**src/rtl/router_pkt_register.sv**
```systemverilog
`timescale 1ns/1ps
`default_nettype none
// +----------------------------------------------------------------------------+
// | Module   : router_pkt_register                                             |
// | Purpose  : packet register stage with hold queue, parity and length check  |
// | Revision : 1.0                                                             |
// +----------------------------------------------------------------------------+
module router_pkt_register #(
  parameter int DATA_WIDTH  = 8,
  parameter int ADDR_WIDTH  = 2,
  parameter int HOLD_DEPTH  = 2,
  parameter int PARITY_MODE = 0
) (
  input  logic                  clock,
  input  logic                  resetn,
  input  logic                  pkt_valid,
  input  logic [DATA_WIDTH-1:0] data_in,
  input  logic                  fifo_full,
  input  logic                  rst_int_reg,
  output logic                  busy,
  output logic [DATA_WIDTH-1:0] dout,
  output logic                  dout_valid,
  output logic                  low_pkt_valid,
  output logic                  parity_done,
  output logic                  err,
  output logic                  len_err
);

  localparam int c_LEN_W = DATA_WIDTH - ADDR_WIDTH;
  localparam int c_CNT_W = $clog2(HOLD_DEPTH + 1);
  localparam int c_IDX_W = (HOLD_DEPTH > 1) ? $clog2(HOLD_DEPTH) : 1;
  localparam logic [c_CNT_W-1:0] c_CNT_ONE  = c_CNT_W'(1);
  localparam logic [c_CNT_W-1:0] c_CNT_FULL = c_CNT_W'(HOLD_DEPTH);

  typedef enum logic [1:0] {
    S_IDLE    = 2'd0,
    S_PAYLOAD = 2'd1,
    S_DRAIN   = 2'd2
  } state_t;

  state_t                  r_state;
  state_t                  w_next;
  logic [DATA_WIDTH-1:0]   r_q [HOLD_DEPTH];
  logic [c_CNT_W-1:0]      r_cnt;
  logic [DATA_WIDTH-1:0]   r_acc;
  logic [DATA_WIDTH-1:0]   r_par;
  logic [c_LEN_W-1:0]      r_pay_cnt;
  logic [c_LEN_W-1:0]      r_len;

  logic                    w_q_empty;
  logic                    w_addr_ok;
  logic                    w_hdr;
  logic                    w_pay;
  logic                    w_par;
  logic                    w_fwd;
  logic                    w_pop;
  logic                    w_push;
  logic                    w_done;
  logic [c_IDX_W-1:0]      w_wr_idx;
  logic [DATA_WIDTH-1:0]   w_acc_next;

  assign w_q_empty = (r_cnt == '0);
  assign busy      = (r_cnt == c_CNT_FULL) || (r_state == S_DRAIN);
  assign w_addr_ok = (data_in[ADDR_WIDTH-1:0] != '1);

  // busy already covers DRAIN, so !busy is the full accept condition
  assign w_hdr  = !busy && (r_state == S_IDLE) && pkt_valid && w_addr_ok;
  assign w_pay  = !busy && (r_state == S_PAYLOAD) && pkt_valid;
  assign w_par  = !busy && (r_state == S_PAYLOAD) && !pkt_valid;
  assign w_fwd  = w_hdr || w_pay || w_par;
  assign w_pop  = !fifo_full && !w_q_empty;
  assign w_push = w_fwd && (fifo_full || !w_q_empty);
  assign w_done = (r_state == S_DRAIN) && w_q_empty;

  assign w_wr_idx = c_IDX_W'(w_pop ? (r_cnt - c_CNT_ONE) : r_cnt);

  generate
    if (PARITY_MODE == 1) begin : g_sum
      assign w_acc_next = r_acc + data_in;
    end else begin : g_xor
      assign w_acc_next = r_acc ^ data_in;
    end
  endgenerate

  always_comb begin
    w_next = r_state;
    case (r_state)
      S_IDLE:    if (w_hdr)     w_next = S_PAYLOAD;
      S_PAYLOAD: if (w_par)     w_next = S_DRAIN;
      S_DRAIN:   if (w_q_empty) w_next = S_IDLE;
      default:                  w_next = S_IDLE;
    endcase
  end

  // hold queue: entry 0 is the head, a pop shifts everything down one slot
  always_ff @(posedge clock or negedge resetn) begin
    if (!resetn) begin
      r_cnt <= '0;
      for (int i = 0; i < HOLD_DEPTH; i++) r_q[i] <= '0;
    end else begin
      if (w_pop) begin
        for (int i = 0; i < HOLD_DEPTH - 1; i++) r_q[i] <= r_q[i+1];
      end
      if (w_push) r_q[w_wr_idx] <= data_in;
      case ({w_push, w_pop})
        2'b10:   r_cnt <= r_cnt + c_CNT_ONE;
        2'b01:   r_cnt <= r_cnt - c_CNT_ONE;
        default: r_cnt <= r_cnt;
      endcase
    end
  end

  always_ff @(posedge clock or negedge resetn) begin
    if (!resetn) begin
      r_state       <= S_IDLE;
      dout          <= '0;
      dout_valid    <= 1'b0;
      r_acc         <= '0;
      r_par         <= '0;
      r_pay_cnt     <= '0;
      r_len         <= '0;
      low_pkt_valid <= 1'b0;
      parity_done   <= 1'b0;
      err           <= 1'b0;
      len_err       <= 1'b0;
    end else begin
      r_state    <= w_next;
      dout_valid <= w_pop || (w_fwd && !fifo_full);
      if (w_pop)                      dout <= r_q[0];
      else if (w_fwd && !fifo_full)   dout <= data_in;

      if (w_hdr) begin
        r_acc       <= data_in;
        r_pay_cnt   <= '0;
        r_len       <= data_in[DATA_WIDTH-1:ADDR_WIDTH];
        parity_done <= 1'b0;
        err         <= 1'b0;
        len_err     <= 1'b0;
      end
      if (w_pay) begin
        r_acc <= w_acc_next;
        if (r_pay_cnt != '1) r_pay_cnt <= r_pay_cnt + c_LEN_W'(1);
      end
      if (w_par) r_par <= data_in;

      if (rst_int_reg)  low_pkt_valid <= 1'b0;
      else if (w_par)   low_pkt_valid <= 1'b1;
      else if (w_hdr)   low_pkt_valid <= 1'b0;

      if (w_done) begin
        parity_done <= 1'b1;
        err         <= (r_acc != r_par);
        len_err     <= (r_pay_cnt != r_len);
      end
    end
  end

endmodule
`default_nettype wire

```
**config.mk**
```make
export PLATFORM = sky130hd
export DESIGN_NAME = router_pkt_register
export DESIGN_NICKNAME = d
export VERILOG_FILES = /design/src/rtl/router_pkt_register.sv
export SDC_FILE = /design/constraint.sdc
export NUM_CORES = 1
export LEC_CHECK = 0
export ABC_AREA = 1
export BUFFER_PORTS_ARGS = -buffer_cell sky130_fd_sc_hd__clkbuf_2
export CORE_ASPECT_RATIO = 0.75
export CORE_MARGIN = 10
export CORE_UTILIZATION = 35
export DETAILED_ROUTE_END_ITERATION = 16
export PLACE_DENSITY = 0.57
export SLEW_MARGIN = 20
export SYNTH_ARGS = -nofsm -noshare
export SYNTH_HDL_FRONTEND = slang
export SYNTH_SLANG_ARGS = --single-unit
```
**constraint.sdc**
```tcl
create_clock -name clock -period 5.73 [get_ports clock]
set_input_delay 1.146 -clock clock [delete_from_list [all_inputs] [get_ports clock]]
set_output_delay 1.146 -clock clock [all_outputs]
set_load 0.005 [all_outputs]
```
======== After elaboration in Yosys (flattened, before gate mapping) ========
Cells that the tools add are included.
operators by class
  magnitude comparators ................... 2
  add/sub/neg operators ................... 3
  bitwise operators ....................... 2
  multiplexer cells ....................... 24
  equality and inequality tests ........... 12
  reductions and logical operators ........ 28
operators with widths
  operator                                              count
  2-to-1 mux 8 bit                                      6
  2-to-1 mux 6 bit                                      3
  bitwise mux 16 bit                                    1
  2-to-1 mux 16 bit                                     1
  logical AND 1 bit                                     11
  demux 8 bit (select 1 bit)                            1
  != test 2 bit (second input constant)                 4
  != test 8 bit                                         1
  nonzero test 2 bit                                    4
  XOR 8 bit                                             1
  2-to-1 mux 1 bit                                      7
  adder 6 x 1 -> 6 bit (second input constant)          1
  equality test 2 bit (second input constant)           3
  2-to-1 mux 2 bit                                      3
  != test 6 bit                                         1
  != test 6 bit (second input constant)                 1
  one-hot mux 2 bit (3 select lines)                    1
  logical OR 1 bit                                      5
  equality test 2 x 1 -> 1 bit (second input constant)  2
  zero test 1 bit                                       4
  zero test 2 bit                                       2
  one-hot mux 2 bit (2 select lines)                    1
  AND reduction 3 bit                                   1
  nonzero test 3 bit                                    1
  other kinds (5)                                       5
storage, ports and cells
  flip-flop bits (word level) ............. 61
  logic and storage cells ................. 85
  input port bits ......................... 13
  output and inout bits ................... 14

======== Longest topological paths before layout ========
Gate-level depths: netlist of run 1.
  depth in word-level cells ............... 11
  gate-level depth with buffers ........... 11
  mapped depth without buffers ............ 10

======== Worst setup path after synthesis of run 1 ========
No wires, ideal clock.
  kind .................................... input -> register
  start ................................... input data_in[0]
  end ..................................... register r_cnt[1]
  stages on the path ...................... 7
  path slack .............................. 3.496 ns
  required time ........................... 5.603 ns
  arrival time ............................ 2.107 ns
  path through ............................ nand2_1 -> nand4_4 -> nand2_4 -> nand2_4 -> ha_1 -> nand2_1 -> o21ai_0
on the way
  cells in the longest elaborated chain, start to end .. 7
  elaborated cells between the ends (all ways) .. 9
  classes of those cells .................. eq/ne (3); mux (1); reduce/logical (5)
RTL lines
  item                                                                      line  source
  start, declared                                                           17    input logic [DATA_WIDTH-1:0] data_in,
  != test 2 bit *                                                           64    assign w_addr_ok = (data_in[ADDR_WIDTH-1:0] != '1);
  logical AND 1 bit *                                                       67    assign w_hdr = !busy && (r_state == S_IDLE) && pkt_valid && w_addr_ok;
  logical OR 1 bit * (2 in a row)                                           70    assign w_fwd = w_hdr || w_pay || w_par;
  logical AND 1 bit *                                                       72    assign w_push = w_fwd && (fifo_full || !w_q_empty);
  equality test 2 x 1 -> 1 bit or equality test 2 bit (tied branches)       105   case ({w_push, w_pop})
  one-hot mux 2 bit (2 select lines) or nonzero test 2 bit (tied branches)  n/a
  end signal, assigned                                                      106   2'b10: r_cnt <= r_cnt + c_CNT_ONE;
  end signal, assigned                                                      107   2'b01: r_cnt <= r_cnt - c_CNT_ONE;
  end signal, assigned                                                      108   default: r_cnt <= r_cnt;
  end, declared                                                             44    logic [c_CNT_W-1:0] r_cnt;
Mark *: on every way between the ends. The rest lies on a longest branch, timed or not.
A chain may end at the register's enable or synchronous reset.

======== Final worst setup path of run 1 ========
  start ................................... register r_cnt[0]
  end ..................................... output busy
on the way
  cells in the longest elaborated chain, start to end .. 2
RTL lines
  item                 line  source
  equality test 2 bit  63    assign busy = (r_cnt == c_CNT_FULL) || (r_state == S_DRAIN);
  logical OR 1 bit     63
  end, declared        20    output logic busy,
Every way passes these cells.

==> results of run 1 <==
==> tightest hold or removal path, cell delays in order (launching register included) <==
cell and delay (ns):
dfrtp_1 0.34, nand2_1 0.05, nand2_1 0.04
==> metrics by stage <==
step,utilization,worst slack (ns),power (mW)
global route,0.4189,2.936,2.411
CTS,0.4189,3.009,2.220
global placement,0.3883,3.052,1.674
detailed placement,0.3883,2.995,1.702
finish,0.4189,3.045,2.191
floorplan,-,3.496,1.473
==> final timing paths <==
| kind | endpoint | slack (ns) |
|---|---|---|
| setup reg to reg | r_cnt[1] | 3.49 |
| setup / recovery | busy | 3.04 |
| hold / removal | dout[1] | 0.46 |
| max in group asynchronous | r_acc[7] | 4.23 |
| min in group asynchronous | r_pay_cnt[3] | 0.98 |
| hold reg to reg | dout[1] | 0.46 |
==> metal layers <==
| metal | up-vias | wire length [um] |
|---|---|---|
| li1 | 1400 | - |
| met1 | 1255 | 4121 |
| met2 | 66 | 3150 |
| met3 | 12 | 429 |
| met4 | 0 | 118 |
| met5 | - | 0 |
==> cells by family after synthesis <==
group,Yosys count
AOI/OAI and AO/OA,49
xor gates and xnor gates,19
adders and majority gates,4
buffers and inverters,46
DFF,61
and+or+nand+nor,247
==> power breakdown <==
| group | internal (mW) | switching [mW] | total, mW |
|---|---|---|---|
| logic | 0.335 | 0.578 | 0.913 |
| registers | 0.626 | 0.148 | 0.774 |
| clock network | 0.324 | 0.179 | 0.503 |
==> layout make-up <==
cell class              instances  area share
well taps                     128     0.04191
multi-input cells             319      0.4106
repair buffers                 27     0.03602
inverters                      39     0.03897
clock buffers                  14     0.07171
clock inverters                 1    0.001310
flip-flops and latches         61      0.3995
==> cell usage after synthesis <==
cell and number:
buf_2 3, o21ai_0 45, ha_1 4, inv_2 5, nand3_2 2, nand2_1 194, nand3_1 16, xor2_1 5
nand4_4 1, nand2_2 2, nor2_1 10, nor2_2 1, o21ai_1 3, xnor2_1 14, a21oi_1 1, inv_4 1
nor2_4 5, dfrtp_1 61, nand4_1 8, buf_4 1, buf_6 3, nor3_4 1, nand2_4 7, inv_1 33
==> cells in the final DEF (no fill, tap or decap), drive strengths merged <==
cell type and count:
nor3 1, nand3 18, a21oi 1, xnor2 14
dfrtp 61, inv 39, clkinv 1, ha 4
nand2 203, clkbuf 40, buf 1, nand4 9
o21ai 48, xor2 5, nor2 16
==> results.md, run 1 <==
- Most frequent CP cell: inv_1
- CP Cell Sequence: inv_1 -> ha_1 -> inv_1 -> nand2_1 -> clkbuf_2
- Met2 usage: 0.1604
- P_leak: 1.994 nW
- Slew of the pin with the lowest slew margin: 0.7857 ns
- FF-to-FF path depth: 9
- Logic depth of the worst path, buffers included: 5
- Die H: 104.1 um
- Final setup fails: 0
- Via-per-instance ratio: 4.640
- Worst Clk Skew: 0.003380 ns
- Reg area: 0.001526 mm^2
- Largest net degree at the start of global routing: 62
- Final Cell Area: 0.003821 mm^2
- Total wire length: 7820 um
- Synth area leaders: dfrtp_1 46%, nand2_1 22%, o21ai_0 6.8%, inv_1 3.8%, xnor2_1 3.7%
- Power Dens Cells: 573.4 mW/mm^2
- Share of the synthesized area in the top cell type: 0.4625
- Area share of xor/xnor cells in the synthesized design: 0.05042
- Io pins: 27
- Crit path launch type: register
- Initial antenna violation count: 0
- Yosys Warn Count: 0
- Register bit total from synthesis: 61
- Cts repair resizes: 0
- Final nets: 474
- Initial detailed-routing violation count: 222
- HP Start: dout[1]
- # port buffers: 26
- Crit path arrival time: 1.54 ns
- Post-layout minimum cycle time: 2.685 ns
- Clock Pin Slew Worst Setup and Hold Paths: 0.05 ns
- Num rows: 30
- Area Growth Syn to Fin: 15.77%
- Worst Hold Class: reg2reg
- Multi-input logic area: 0.001569 mm^2
- DRC Markers: 0
- Fill count: 931
- Met1 Use GR: 0.1710
- Global-route wire length before repair: 13260 um
- GR Overflow Total: 0
- 1st-pass router iterations: 4
- # hold bufs at CTS: 0
- Hold Worst Slack: 0.4629 ns
- Total Routing Usage GR: 0.1195
- Setup crit end kind: output pin
- Largest family of logic cells by synthesized area: simple AND/OR/NAND/NOR gates
- Post-synthesis sequential area ratio: 0.4625
- Synth Area in Compound Gates: 0.07430
- Clock H-tree levels: 3
- Final period util: 0.4686
- DP Area: 0.003542 mm^2
- DR vias: 2733
- Number of buffers created by CTS: 9
- Yosys cell types: 24
- Largest stage delay on the critical path: 0.41 ns
- Antenna viol nets, final: 0
- Slowest cell on crit path: dfrtp_1
- Post-Synth Simple-Gate Area: 0.3355
- Vias in the first global route: 2593
- DR WL/cell: 13.28 um
- Fraction of the mapped netlist area in adder cells: 0.01516
- Inst Count DP: 574
- Gr busiest metal: met1
- Syn nets: 443
- Final Instance Count excl. Fillers: 589
- Share of cells above drive strength 1: 0.1410
- Chip width: 132.1 um
- Setup TNS: 0 ns
- Detailed placement HPWL: 5713 um
- Clock sink total: 61
- Netlist Area Pre-Place: 0.003301 mm^2
- Initial Utilization: 0.3619
- CTS tree: yes
- CP top delay family: buffers and inverters
- Clk_lat worst skew: 0.33 ns
- Die Footprint: 0.01376 mm^2
- WHS Path Cells: 2
- Count of pins over their slew limit: 0
- WP buf/inv: 3
- Grt met3 use: 0.04006
- CTS max path bufs: 2
- RD Place Congestion: 0.7798
- WP data required: 4.58 ns
- Max FO, Critical Path: 4
- Hold Fails Final Rpt: 0
- Max-slew headroom: 0.4762
- Core footprint: 0.009121 mm^2
- Syn_area_per_cell: 7.748 um^2
- RSZ-0062 raised after global routing: false
- Fmax: 0.3724 GHz
- Status: finished clean
- Cells after Synth: 426
- Mux cell area share after synthesis: 0
- CTS Root Cell: clkbuf_16
- Setup bufs post-CTS: 0
- Crit path launch: r_cnt[0]
- Number of max-cap violations: 0
- Largest area contributor in the netlist: dfrtp_1
- Peak VDD IR: 212.5 uV
- Start-to-end type of the worst setup path: reg2out
- Antenna cells: 0
- Critical R2R Launch: r_cnt[0]
Power figures use the tool's default switching activity.
==> inputs of run 2 (changes only) <==
PLACE_DENSITY = 0.59   (was 0.57)
clock period = 2.25 ns   (was 5.73 ns; I/O delays follow)
==> results.md, run 2 (synthesis results as in run 1) <==
- Status: finished clean
- CTS Root Cell: clkbuf_16
- Max-slew headroom: 0.6205 (+0.1443)
- GR Overflow Total: 0 (unchanged)
- Worst Slack Setup Final: 0.2266 ns (-2.818 ns)
- Share of cells above drive strength 1: 0.1487 (+0.007709)
- Initial Utilization: 0.3619 (unchanged)
- Crit path launch: r_cnt[0]
- Critical R2R Launch: r_cnt[0]
- DRC Markers: 0 (unchanged)
- Slowest cell on crit path: dfrtp_1
- Post-layout minimum cycle time: 2.023 ns
- Fmax: 0.4942 GHz
- Global-route wire length before repair: 13270 um (about the same)
- Area Growth Syn to Fin: 16.98%
- Total Routing Usage GR: 0.1207 (+0.001239)
- Initial detailed-routing violation count: 241 (+8.6%)
- Die H: 104.1 um (unchanged)
- Final period util: 0.8993
- Power Dens Cells: 1451 mW/mm^2 (+150%)
- # port buffers: 26 (unchanged)
- Vias in the first global route: 2646 (+2.0%)
- Detailed placement HPWL: 5731 um (+0.31%)
- Io pins: 27 (unchanged)
- Final setup fails: 0 (unchanged)
- Clock sink total: 61 (unchanged)
- Via-per-instance ratio: 4.605 (-0.76%)
- Peak VDD IR: 607.1 uV (+190%)
- Clock share of power: 0.230 (about the same)
- P_leak: 2.011 nW (+0.88%)
- WP buf/inv: 2 (-1)
- Clock H-tree levels: 3 (unchanged)
- Inst Count DP: 576 (+0.35%)
- Number of max-cap violations: 0 (unchanged)
- Initial antenna violation count: 0 (unchanged)
- Largest stage delay on the critical path: 0.42 ns (about the same)
- Crit path launch type: register
- Setup bufs post-CTS: 0 (unchanged)
- Most frequent cells in the layout: 194 x nand2_1, 61 x dfrtp_1, 45 x o21ai_0, 33 x inv_1, 26 x clkbuf_2
- RR Endpoint: r_cnt[1]
- Clk_lat worst skew: 0.34 ns (about the same)
- Max FO, Critical Path: 10 (+6)
- Utilization after layout: 0.4233 (+0.004390)
- NetSw: 2.326 mW (+160%)
- Pint: 3.276 mW (+150%)
- Commonest non-fill, non-tap cell in the layout: nand2_1
- Num rows: 30 (unchanged)
- Sw Share: 0.4152 (+0.002087)
- Total wire length: 7780 um (-0.51%)
- Die Footprint: 0.01376 mm^2 (unchanged)
- Count of pins over their slew limit: 0 (unchanged)
- Reg power frac: 0.351 (-0.002)
- WP data required: 2.47 ns (-2.11 ns)
- Worst Clk Skew: 0.006036 ns (+0.002656 ns)
- Start-to-end type of the worst setup path: reg2reg
- Largest net degree at the start of global routing: 43 (-31%)
- Setup slack, reg-to-reg: 0.23 ns (-3.26 ns)
- 1st-pass router iterations: 6 (+2)
- CTS tree: yes
- # hold bufs at CTS: 0 (unchanged)
- DR WL/cell: 13.14 um (-1.0%)
- Antenna cells: 0 (unchanged)
- Core footprint: 0.009121 mm^2 (unchanged)
- Number of buffers created by CTS: 9 (unchanged)
- Slew of the pin with the lowest slew margin: 0.5693 ns (-0.2164 ns)
- Final nets: 476 (+0.42%)
- DR vias: 2726 (-0.26%)
- CTS max path bufs: 2 (unchanged)
- RSZ-0062 raised after global routing: false
- Design Power: 5.602 mW (+160%)
- CP Cell Sequence: inv_1 -> ha_1 -> inv_1 -> nand4_4 -> nand2_4 -> nand2_4 -> ha_1 -> nand2_1 -> o21ai_0
- Worst Hold Class: in2async
- Chip width: 132.1 um (unchanged)
- Setup TNS: 0 ns (unchanged)
- FF-to-FF path depth: 9 (unchanged)
- Hold Fails Final Rpt: 0 (unchanged)
- Cts repair resizes: 0 (unchanged)
- Antenna viol nets, final: 0 (unchanged)
- Crit path arrival time: 2.24 ns (+0.70 ns)
- Clock Pin Slew Worst Setup and Hold Paths: 0.05 ns (about the same)
- Logic pwr share: 0.419 (+0.002)
- CP top delay family: adder cells
- Setup WS pre-CTS: 0.2276 ns (-2.767 ns)
- Setup crit end kind: register
- Final Instance Count excl. Fillers: 592 (+0.51%)
- RD Place Congestion: 0.7932 (+1.7%)
-- run 2: cell types whose count changed in the layout (fill, tap and decap cells not counted) --
cell / previous run / this run
clkinvlp_4: 0 / 1
buf_12: 0 / 2
clkbuf_8: 3 / 2
clkinv_2: 1 / 3
clkbuf_1: 2 / 1
-- run 2: final cells by class --
cell class	count	area, um^2
fillers	937	5260
well taps	128	160.2
flip-flops and latches	61	1526
repair buffers	29	177.7
inverters	39	148.9
clock inverters	4	22.52
clock buffers	12	256.5
multi-input cells	319	1569
-- run 2: power groups by stage --
| stage | combinational [mW] | clock (mW) | sequential, mW |
|---|---|---|---|
| 2_1_floorplan | 1.84 | 0 | 1.91 |
| 3_3_place_gp | 2.31 | 0 | 1.98 |
| 3_5_place_dp | 2.36 | 0 | 1.98 |
| 4_1_cts | 2.38 | 1.32 | 1.97 |
| 5_1_grt | 2.76 | 1.37 | 2.04 |
| 6_report | 2.34 | 1.29 | 1.97 |
-- run 2: how the worst max path moves through the flow --
| stage | endpoint | slack (ns) | cells past startpoint |
|---|---|---|---|
| 5_1_grt | r_cnt[1] | 0.05 | 9 |
| 3_5_place_dp | r_cnt[1] | 0.23 | 9 |
| 4_1_cts | r_cnt[1] | 0.22 | 9 |
| 2_1_floorplan | r_cnt[1] | 0.35 | 9 |
| 6_report | r_cnt[1] | 0.23 | 9 |
| 3_3_place_gp | r_cnt[1] | 0.30 | 9 |
-- run 2: worst reg2reg max path, cell delays in order, from the launching register on --
cell	delay, ns
dfrtp_1	0.42
inv_1	0.11
ha_1	0.25
inv_1	0.21
nand4_4	0.14
nand2_4	0.15
nand2_4	0.12
ha_1	0.36
nand2_1	0.07
o21ai_0	0.07
-- run 2: per-layer routing --
metal | share of wire | global-route usage
met5 | 0 | 0
met4 | 0.013 | 0.03803
met3 | 0.060 | 0.05068
met2 | 0.41 | 0.1696
met1 | 0.52 | 0.1625
-- run 2: stage by stage --
stage | area (um^2) | hold WS (ns)
2_1_floorplan | 3301 | 0.1544
3_3_place_gp | 3582 | 0.4571
3_5_place_dp | 3582 | 0.4588
4_1_cts | 3861 | 0.1111
5_1_grt | 3861 | 0.1376
6_report | 3861 | 0.09521
